File: config.mk
export PLATFORM = sky130hd
export DESIGN_NAME = corr_result_rx
export DESIGN_NICKNAME = d
export VERILOG_FILES = /design/src/rtl/corr_pkg.sv /design/src/rtl/corr_tick_gen.sv /design/src/rtl/corr_result_rx.sv
export SDC_FILE = /design/constraint.sdc
export NUM_CORES = 1
export LEC_CHECK = 0
export CORE_MARGIN = 5
export CORE_UTILIZATION = 38
export CTS_BUF_LIST = sky130_fd_sc_hd__clkbuf_8
export DETAILED_ROUTE_END_ITERATION = 8
export PLACE_DENSITY = 0.61
export SKIP_CTS_REPAIR_TIMING = 1
export SLEW_MARGIN = 25
export SYNTH_ARGS = -nofsm -noshare
export SYNTH_HDL_FRONTEND = slang
export SYNTH_SLANG_ARGS = --single-unit
File: constraint.sdc
create_clock -name clki -period 5 [get_ports clki]
set_clock_uncertainty 0.2 [all_clocks]
set_input_delay 0.75 -clock clki [delete_from_list [all_inputs] [get_ports clki]]
set_output_delay 0.75 -clock clki [all_outputs]
set_load 0.005 [all_outputs]
File: src/rtl/corr_pkg.sv
// corr_pkg -- shared definitions for the correlator result receiver.
//   corr_state_t    : receiver FSM state encoding
//   M_DEF           : default clki cycles per sample tick
//   DATA_LENG_DEF   : default bits per captured word
//   DATA_TIMES_DEF  : default words per run
//   FIFO_DEPTH_DEF  : default output FIFO depth (power of 2)
//   FRAME_CNT_W     : width of the saturating frame counter
package corr_pkg;
  localparam int M_DEF          = 166667;
  localparam int DATA_LENG_DEF  = 32;
  localparam int DATA_TIMES_DEF = 2;
  localparam int FIFO_DEPTH_DEF = 4;
  localparam int FRAME_CNT_W    = 12;

  typedef enum logic [2:0] {
    ST_IDLE  = 3'd0,
    ST_SHIFT = 3'd1,
    ST_PUSH  = 3'd2,
    ST_ACK   = 3'd3,
    ST_DONE  = 3'd4
  } corr_state_t;
endpackage

File: src/rtl/corr_tick_gen.sv
// corr_tick_gen -- divide-by-M sample tick generator.
// Ports:
//   clki : clock
//   rst  : synchronous active-high reset (counter -> 0)
//   clr  : synchronous clear (counter -> 0), used to align ticks to a run start
//   tick : one-cycle pulse every M clki cycles, first pulse M cycles after clear
module corr_tick_gen
  import corr_pkg::*;
#(
  parameter int M = M_DEF
) (
  input  logic clki,
  input  logic rst,
  input  logic clr,
  output logic tick
);
  localparam int               CNT_W = (M > 1) ? $clog2(M) : 1;
  localparam logic [CNT_W-1:0] LAST  = CNT_W'(M - 1);

  logic [CNT_W-1:0] r_cnt;

  always_ff @(posedge clki) begin
    if (rst || clr) begin
      r_cnt <= '0;
    end else if (r_cnt == LAST) begin
      r_cnt <= '0;
    end else begin
      r_cnt <= r_cnt + CNT_W'(1);
    end
  end

  assign tick = (r_cnt == LAST);
endmodule

File: src/rtl/corr_result_rx.sv
// corr_result_rx -- collects serial correlator bits into DATA_LENG-bit words
// (LSB first, one sample per tick while corr_valid_in is high), queues each
// word in a small output FIFO and answers the upstream serializer with an
// M-cycle data_out handshake. A run captures DATA_TIMES words.
// Ports:
//   clki, rst          : clock, synchronous active-high reset
//   start              : pulse; begins a run from IDLE or DONE (ignored when busy)
//   corr_bit_in        : serial data bit
//   corr_valid_in      : corr_bit_in is valid
//   word_out           : FIFO head word (0 when empty)
//   word_valid         : FIFO non-empty
//   word_ready         : consumer pop (valid && ready)
//   data_out           : word-done handshake, high for M cycles per word
//   frame_cnt          : words written this run (saturating)
//   busy               : run in progress
//   overflow           : sticky, a completed word found the FIFO full
// Optional (macro CORR_RX_CHECK_EN):
//   expected           : reference word
//   mismatch_cnt       : saturating count of written words != expected
module corr_result_rx
  import corr_pkg::*;
#(
  parameter int M          = M_DEF,
  parameter int DATA_LENG  = DATA_LENG_DEF,
  parameter int DATA_TIMES = DATA_TIMES_DEF,
  parameter int FIFO_DEPTH = FIFO_DEPTH_DEF
) (
  input  logic                   clki,
  input  logic                   rst,
  input  logic                   start,
  input  logic                   corr_bit_in,
  input  logic                   corr_valid_in,
  output logic [DATA_LENG-1:0]   word_out,
  output logic                   word_valid,
  input  logic                   word_ready,
  output logic                   data_out,
  output logic [FRAME_CNT_W-1:0] frame_cnt,
  output logic                   busy,
  output logic                   overflow
`ifdef CORR_RX_CHECK_EN
  ,
  input  logic [DATA_LENG-1:0]   expected,
  output logic [7:0]             mismatch_cnt
`endif
);
  localparam int BIT_W = (DATA_LENG > 1) ? $clog2(DATA_LENG) : 1;
  localparam int PTR_W = (FIFO_DEPTH > 1) ? $clog2(FIFO_DEPTH) : 1;
  localparam int ACK_W = (M > 1) ? $clog2(M) : 1;

  localparam logic [BIT_W-1:0]       BIT_LAST   = BIT_W'(DATA_LENG - 1);
  localparam logic [PTR_W-1:0]       PTR_LAST   = PTR_W'(FIFO_DEPTH - 1);
  localparam logic [ACK_W-1:0]       ACK_LAST   = ACK_W'(M - 1);
  localparam logic [PTR_W:0]         FIFO_FULL  = (PTR_W + 1)'(FIFO_DEPTH);
  localparam logic [FRAME_CNT_W-1:0] FRAMES_END = FRAME_CNT_W'(DATA_TIMES);

  corr_state_t r_state, w_state_next;

  logic                   w_tick;
  logic                   w_start_ok;
  logic                   w_sample;
  logic                   w_last_bit;
  logic                   w_full;
  logic                   w_pop;
  logic                   w_push;
  logic                   w_ack_last;

  logic [BIT_W-1:0]       r_bit_cnt;
  logic [DATA_LENG-1:0]   r_shift;
  logic [ACK_W-1:0]       r_ack_cnt;
  logic [FRAME_CNT_W-1:0] r_frame_cnt;
  logic                   r_overflow;

  logic [DATA_LENG-1:0]   r_mem [FIFO_DEPTH];
  logic [PTR_W-1:0]       r_wr_ptr;
  logic [PTR_W-1:0]       r_rd_ptr;
  logic [PTR_W:0]         r_count;

  // Tick phase restarts on every accepted start so a run's sampling grid is
  // fixed relative to the start pulse.
  corr_tick_gen #(.M(M)) u_tick (
    .clki (clki),
    .rst  (rst),
    .clr  (w_start_ok),
    .tick (w_tick)
  );

  assign w_start_ok = start && ((r_state == ST_IDLE) || (r_state == ST_DONE));
  assign w_sample   = (r_state == ST_SHIFT) && w_tick && corr_valid_in;
  assign w_last_bit = (r_bit_cnt == BIT_LAST);
  assign w_full     = (r_count == FIFO_FULL);
  assign w_pop      = word_valid && word_ready;
  // A full FIFO blocks the write even when a pop happens in the same cycle;
  // the word is written one cycle later from the freed slot.
  assign w_push     = (r_state == ST_PUSH) && !w_full;
  assign w_ack_last = (r_ack_cnt == ACK_LAST);

  always_ff @(posedge clki) begin
    if (rst) begin
      r_state <= ST_IDLE;
    end else begin
      r_state <= w_state_next;
    end
  end

  always_comb begin
    w_state_next = r_state;
    case (r_state)
      ST_IDLE, ST_DONE: if (start)                  w_state_next = ST_SHIFT;
      ST_SHIFT:         if (w_sample && w_last_bit) w_state_next = ST_PUSH;
      ST_PUSH:          if (!w_full)                w_state_next = ST_ACK;
      ST_ACK: begin
        if (w_ack_last) begin
          w_state_next = (r_frame_cnt == FRAMES_END) ? ST_DONE : ST_SHIFT;
        end
      end
      default:                                      w_state_next = ST_IDLE;
    endcase
  end

  always_ff @(posedge clki) begin
    if (rst) begin
      r_bit_cnt   <= '0;
      r_shift     <= '0;
      r_ack_cnt   <= '0;
      r_frame_cnt <= '0;
      r_overflow  <= 1'b0;
    end else begin
      if (w_start_ok) begin
        r_bit_cnt   <= '0;
        r_shift     <= '0;
        r_frame_cnt <= '0;
      end
      // Bit counter wraps after the last bit, so the next word starts at 0.
      if (w_sample) begin
        r_shift[r_bit_cnt] <= corr_bit_in;
        r_bit_cnt          <= w_last_bit ? '0 : r_bit_cnt + BIT_W'(1);
      end
      if (r_state == ST_PUSH) begin
        if (!w_full) begin
          if (r_frame_cnt != {FRAME_CNT_W{1'b1}}) begin
            r_frame_cnt <= r_frame_cnt + FRAME_CNT_W'(1);
          end
        end else if (!w_pop) begin
          r_overflow <= 1'b1;
        end
      end
      if (r_state == ST_ACK) begin
        r_ack_cnt <= w_ack_last ? '0 : r_ack_cnt + ACK_W'(1);
      end else begin
        r_ack_cnt <= '0;
      end
    end
  end

  // FIFO storage carries no reset; emptiness is tracked by r_count alone.
  always_ff @(posedge clki) begin
    if (w_push) begin
      r_mem[r_wr_ptr] <= r_shift;
    end
  end

  always_ff @(posedge clki) begin
    if (rst) begin
      r_wr_ptr <= '0;
      r_rd_ptr <= '0;
      r_count  <= '0;
    end else begin
      if (w_push) r_wr_ptr <= (r_wr_ptr == PTR_LAST) ? '0 : r_wr_ptr + PTR_W'(1);
      if (w_pop)  r_rd_ptr <= (r_rd_ptr == PTR_LAST) ? '0 : r_rd_ptr + PTR_W'(1);
      case ({w_push, w_pop})
        2'b10:   r_count <= r_count + (PTR_W + 1)'(1);
        2'b01:   r_count <= r_count - (PTR_W + 1)'(1);
        default: r_count <= r_count;
      endcase
    end
  end

  assign word_valid = (r_count != '0);
  assign word_out   = word_valid ? r_mem[r_rd_ptr] : '0;
  assign data_out   = (r_state == ST_ACK);
  assign busy       = (r_state != ST_IDLE) && (r_state != ST_DONE);
  assign frame_cnt  = r_frame_cnt;
  assign overflow   = r_overflow;

`ifdef CORR_RX_CHECK_EN
  logic [7:0] r_mismatch_cnt;

  always_ff @(posedge clki) begin
    if (rst || w_start_ok) begin
      r_mismatch_cnt <= '0;
    end else if (w_push && (r_shift != expected) && (r_mismatch_cnt != 8'hFF)) begin
      r_mismatch_cnt <= r_mismatch_cnt + 8'd1;
    end
  end

  assign mismatch_cnt = r_mismatch_cnt;
`endif
endmodule

## After elaboration in Yosys (flattened, before gate mapping)

Memory sizes are Yosys's and may differ from the RTL's. A register that Yosys moved wholly into a read port is not among the register bits.
Index checks and enable logic that the tools add are counted.

| storage, ports and cells | value |
|---|---|
| register bits | 96 |
| memories kept | 1 |
| RAM bits | 128 |
| word-level logic and storage cells | 90 |
| output and inout port bits | 48 |

| cells by class | value |
|---|---|
| magnitude comparators | 2 |
| muxes and demuxes | 27 |
| add/subtract/negate cells | 8 |
| equality and inequality tests | 19 |
| reductions and logical operators | 21 |
| bitwise operators | 2 |

Memory list:

| name | depth | bits a word | rd ports | clocked after memory_dff | write ports | RTL line | text |
|---|---|---|---|---|---|---|---|
| r_mem | 4 | 32 | 1 | 1 | 1 | corr_result_rx.sv:73 | `logic [DATA_LENG-1:0] r_mem [FIFO_DEPTH];` |

Operators by type and width:

| cell | number |
|---|---|
| $mux 32 | 4 |
| $mux 12 | 4 |
| $add 18x1->18 const B | 2 |
| $eq 18x18->1 const B | 2 |
| $bwmux 32 | 1 |
| $mux 3 | 5 |
| $mux 5 | 3 |
| $add 12x1->12 const B | 1 |
| $eq 12x2->1 const B | 1 |
| $ne 12x12->1 const B | 1 |
| $pmux 3 s4 | 1 |
| $logic_and 1x1->1 | 8 |
| $mux 2 | 4 |
| $eq 2x2->1 const B | 3 |
| $eq 3x2->1 const B | 2 |
| $eq 3x3->1 const B | 2 |
| $lt 5x6->1 const B | 1 |
| $pmux 3 s2 | 1 |
| $reduce_bool 3->1 | 2 |
| $add 5x1->5 const B | 1 |
| $demux 1 s5 | 1 |
| $eq 5x5->1 const B | 1 |
| $ge 5x1->1 const B | 1 |
| $add 2x1->2 const B | 2 |
| other kinds (17) | 25 |

## Logic depth before layout (Yosys ltp)

| logic depth | value |
|---|---|
| depth after elaboration | 7 |
| gate-level depth with buffers | 10 |
| depth with buffers taken out | 9 |

## Modules after synthesis

A second synthesis with hierarchy kept.

| second synthesis, totals | value |
|---|---|
| cell total of the unflattened synthesis | 782 |
| area total of the unflattened synthesis | 9698.1 um2 |

Modules (own cells, without submodules):

| module | times used | cells each | area an instance (um2) |
|---|---|---|---|
| corr_result_rx | 1 | 687 | 8849.7 |
| corr_tick_gen | 1 | 95 | 848.3 |

## Least setup slack after synthesis

Ideal clock, no wire load.

| path | value |
|---|---|
| kind | register -> output |
| start point | register (tool-made name) |
| end point | output word_out[10] |
| required time | 4.050 ns |
| arrival | 1.493 ns |
| setup slack | 2.557 ns |
| cell stages (with the launch flop) | 5 |
| cells stage by stage | dfxtp_1 -> clkbuf_1 -> buf_2 -> mux4_2 -> and2_1 |

RTL lines:

| item | RTL line | text |
|---|---|---|
| end, declared | corr_result_rx.sv:33 | `output logic [DATA_LENG-1:0] word_out,` |

==> impl_metrics.csv <==
group,metric,value,unit
pwr,ir_drop,0.121,mV
worst_setup_path,worst_path_max_delay_cell,"dfxtp_2",
sta,finalSetupViolCount,0,
grt,antenna_found_initial,1,
final_layout,register_area,5810,um^2
worst_setup_path,end_kind,"output pin",
grt,grt_util_all_layers,13.0,%
run_status,outcome,"finished, final reports clean",
detailed_routing,drc,0,
placement,place_area,10400,um^2
synth,netlist_area,9490,um^2
die,dieHeight,168,um
clock_tree,htreeDepth,2,
detailed_routing,firstDrtPassIters,4,
detailed_routing,drt_iter0_markers,322,
worst_setup_path,cp_max_fo,18,
final_layout,fillers,2221,
sta,fmax,271,MHz
detailed_routing,maxUsedRoutingLayer,"met5",
detailed_routing,wl,18.2,mm
run,maxCapViolCount,0,
synth,yosys-top-cells-area,"edfxtp_1, dfxtp_1, mux4_2",
sta,layout_min_cycle_time,3.69,ns
grt,grt_max_degree,35,
sta,hold_viol_final,0,
final_layout,diodes,0,
worst_setup_path,critPathLaunchType,"flop",
min_path,min_path_type,"reg -> reg",
synth,postSynthCellCount,741,
synth,ys_warn_count,0,
detailed_routing,routed_via_density,4.97,
die,die_w,168,um
sta,fin_crit_sh,73.8,%
synth,yosys.area.top_type_share,40.5,%
final_layout,fin_util,45.2,%
sta,fin_ws,1.31,ns
synth,synth_edf_count,128,
clock_tree,cts_made_buffers,38,
placement,place_ws,1.73,ns
die,ios,54,
die,start_util,38.8,%
worst_setup_path,critPathKind,"reg -> out",
final_layout,multi_input_area,3480,um^2
grt,first_global_vias,5791,
clock_tree,cts_tree,"built",
final_layout,syn_to_final_growth,16.6,%
sta,setup_tns,0,ns
pwr,powerDensity,315,nW/um^2
clock_tree,clk_pin_slew,0.06,ns
sta,rsz0062_at_grt,"false",
grt,grt-ovfl-total,0,
detailed_routing,dr_wl_met3,856,um
die,core-area,24500,um^2
detailed_routing,antenna_left,0,
sta,worst_slew_pin_slew,0.795,ns
detailed_routing,via_count,5789,
pwr,leakage,0.00345,uW
synth,synth_fp_nets,765,
final_layout,finalInstanceArea,11100,um^2
synth,avgSynthCellArea,12.8,um^2
synth,synth.largest_area_cell,"edfxtp_1",
detailed_routing,routed-wl-met2,8.73,mm
synth,synthFlopType,"edfxtp_1",
synth,ys_seq_elements,226,
sta,drv_slew,0,
worst_setup_path,critPathRequiredTime,4.05,ns
placement,place_congestion,0.777,
synth,ys_seq_area_share,61.2,%
synth,synthArstFlopShare,0,%
clock_tree,clk_latency,0.52,ns
placement,dp_cells,1096,
die,dieArea,28200,um^2
synth,synth.distinct_cells,54,
worst_setup_path,slowest_delay,0.74,ns
worst_setup_path,cp_cell_sequence,"buf_4 > mux4_2 > and2_1 > clkdlybuf4s50_1",
grt,grt_pass1_wl,30.3,mm
worst_setup_path,cp.arrival,2.74,ns
final_layout,nets,836,
worst_setup_path,worst-path-buf-inv,2,
clock_tree,cts_buffer_depth,3,
sta,maxSlewHeadroom,46.7,%
clock_tree,root_buffer,"clkbuf_8",
detailed_routing,wl_met1,8.32,mm
final_layout,fin_cells,1165,
placement,hpwlAfterDp,11.5,mm
worst_setup_path,cp_top_family,"buffers and inverters",
clock_tree,cts.sinks,226,
die,fp-row-count,57,
final_layout,drive_above_1_share,13.1,%
placement,portBuffers,53,
detailed_routing,wire_per_inst,15.6,um
## cell usage in the layout (no fill, tap or decap), types with 16 or more instances in the layout
cell             netlist  final
o31ai_1               16     16
nor2_1                65     65
inv_1                 18     36
clkbuf_8               0     43
dfxtp_1               98     97
clkdlybuf4s50_1        0     53
xor2_1                28     28
nand2_1               71     70
o211ai_1              17     17
ha_1                  17     17
edfxtp_1             128    128
and2_1                41     41
mux4_2                32     32
mux2i_1               20     20
nand3_1               26     26
## kinds of logic after synthesis
logic type                 count (synthesis)  share of synthesized area [%]
xor gates and xnor gates                  41                           3.78
buffers and inverters                     49                           2.21
adders and majority gates                 18                           2.45
muxes                                     52                           9.70
and+or+nand+nor                          295                           16.3
AOI/OAI and AO/OA                         60                           4.42
DFF                                      226                           61.2
## path summary, 6_finish.rpt
| check | startpoint | end | slack, ns | cells past startpoint |
|---|---|---|---|---|
| max | flop | word_out[12] | 1.31 | 4 |
| min | r_ack_cnt[0] | r_ack_cnt[0] | 0.28 | 1 |
| max reg2reg | r_state[1] | r_count[2] | 2.15 | 9 |
| min reg2reg | r_ack_cnt[0] | r_ack_cnt[0] | 0.28 | 1 |
## stage by stage
| step | power, uW | hold slack [ns] |
|---|---|---|
| 5_1_grt | 3640 | 0.329 |
| 3_5_place_dp | 2030 | 0.267 |
| 2_1_floorplan | 2020 | 0.241 |
| 6_report | 3480 | 0.280 |
| 4_1_cts | 3540 | 0.280 |
| 3_3_place_gp | 2030 | 0.262 |
## state kept, by name, summed over array words and instances (netlist names), 3 cells and up, named ones only
signal / flops
r_count: 3
frame_cnt: 12
r_ack_cnt: 18
u_tick.r_cnt: 18
r_shift: 32
r_mem: 128
r_bit_cnt: 5
r_state: 3
## layer usage
metal | vias to the layer above | GRT usage (%)
met5 | - | 0
met4 | 2 | 3.71
met3 | 28 | 3.05
met2 | 97 | 21.5
met1 | 2801 | 17.3
li1 | 2861 | -
## cells in the mapped netlist (all sizes together), types with 2 or more instances
cell / instances
buf: 15
and4bb: 2
nand2b: 5
and3b: 2
mux4: 32
nand2: 73
nand3b: 4
inv: 18
a21oi: 12
and3: 14
edfxtp: 128
o21ai: 5
nor2: 66
o31ai: 16
or3b: 3
a21o: 2
xor2: 28
or3: 5
and4: 5
dfxtp: 98
nor4b: 4
nor3b: 4
xnor2: 13
ha: 17
and2: 41
nand4: 10
nand3: 28
o211ai: 17
nor3: 14
or2: 4
clkbuf: 16
nor2b: 3
nor4: 7
mux2i: 20
## power by group
group	switching, uW	internal (uW)	total, uW	leakage, uW
Combinational	30.7	12.7	43.4	0.00135
Clock	700	790	1490	0.000427
Sequential	4.58	1950	1950	0.00167
## cell type report
| class | count | area share [%] |
|---|---|---|
| clock buffer | 43 | 5.35 |
| inverter | 18 | 0.611 |
| tap | 324 | 3.66 |
| sequential | 226 | 52.5 |
| clock inverter | 26 | 1.04 |
| multi-input combinational | 466 | 31.4 |
| timing repair buffer | 62 | 5.41 |
Power figures use the tool's default switching activity.
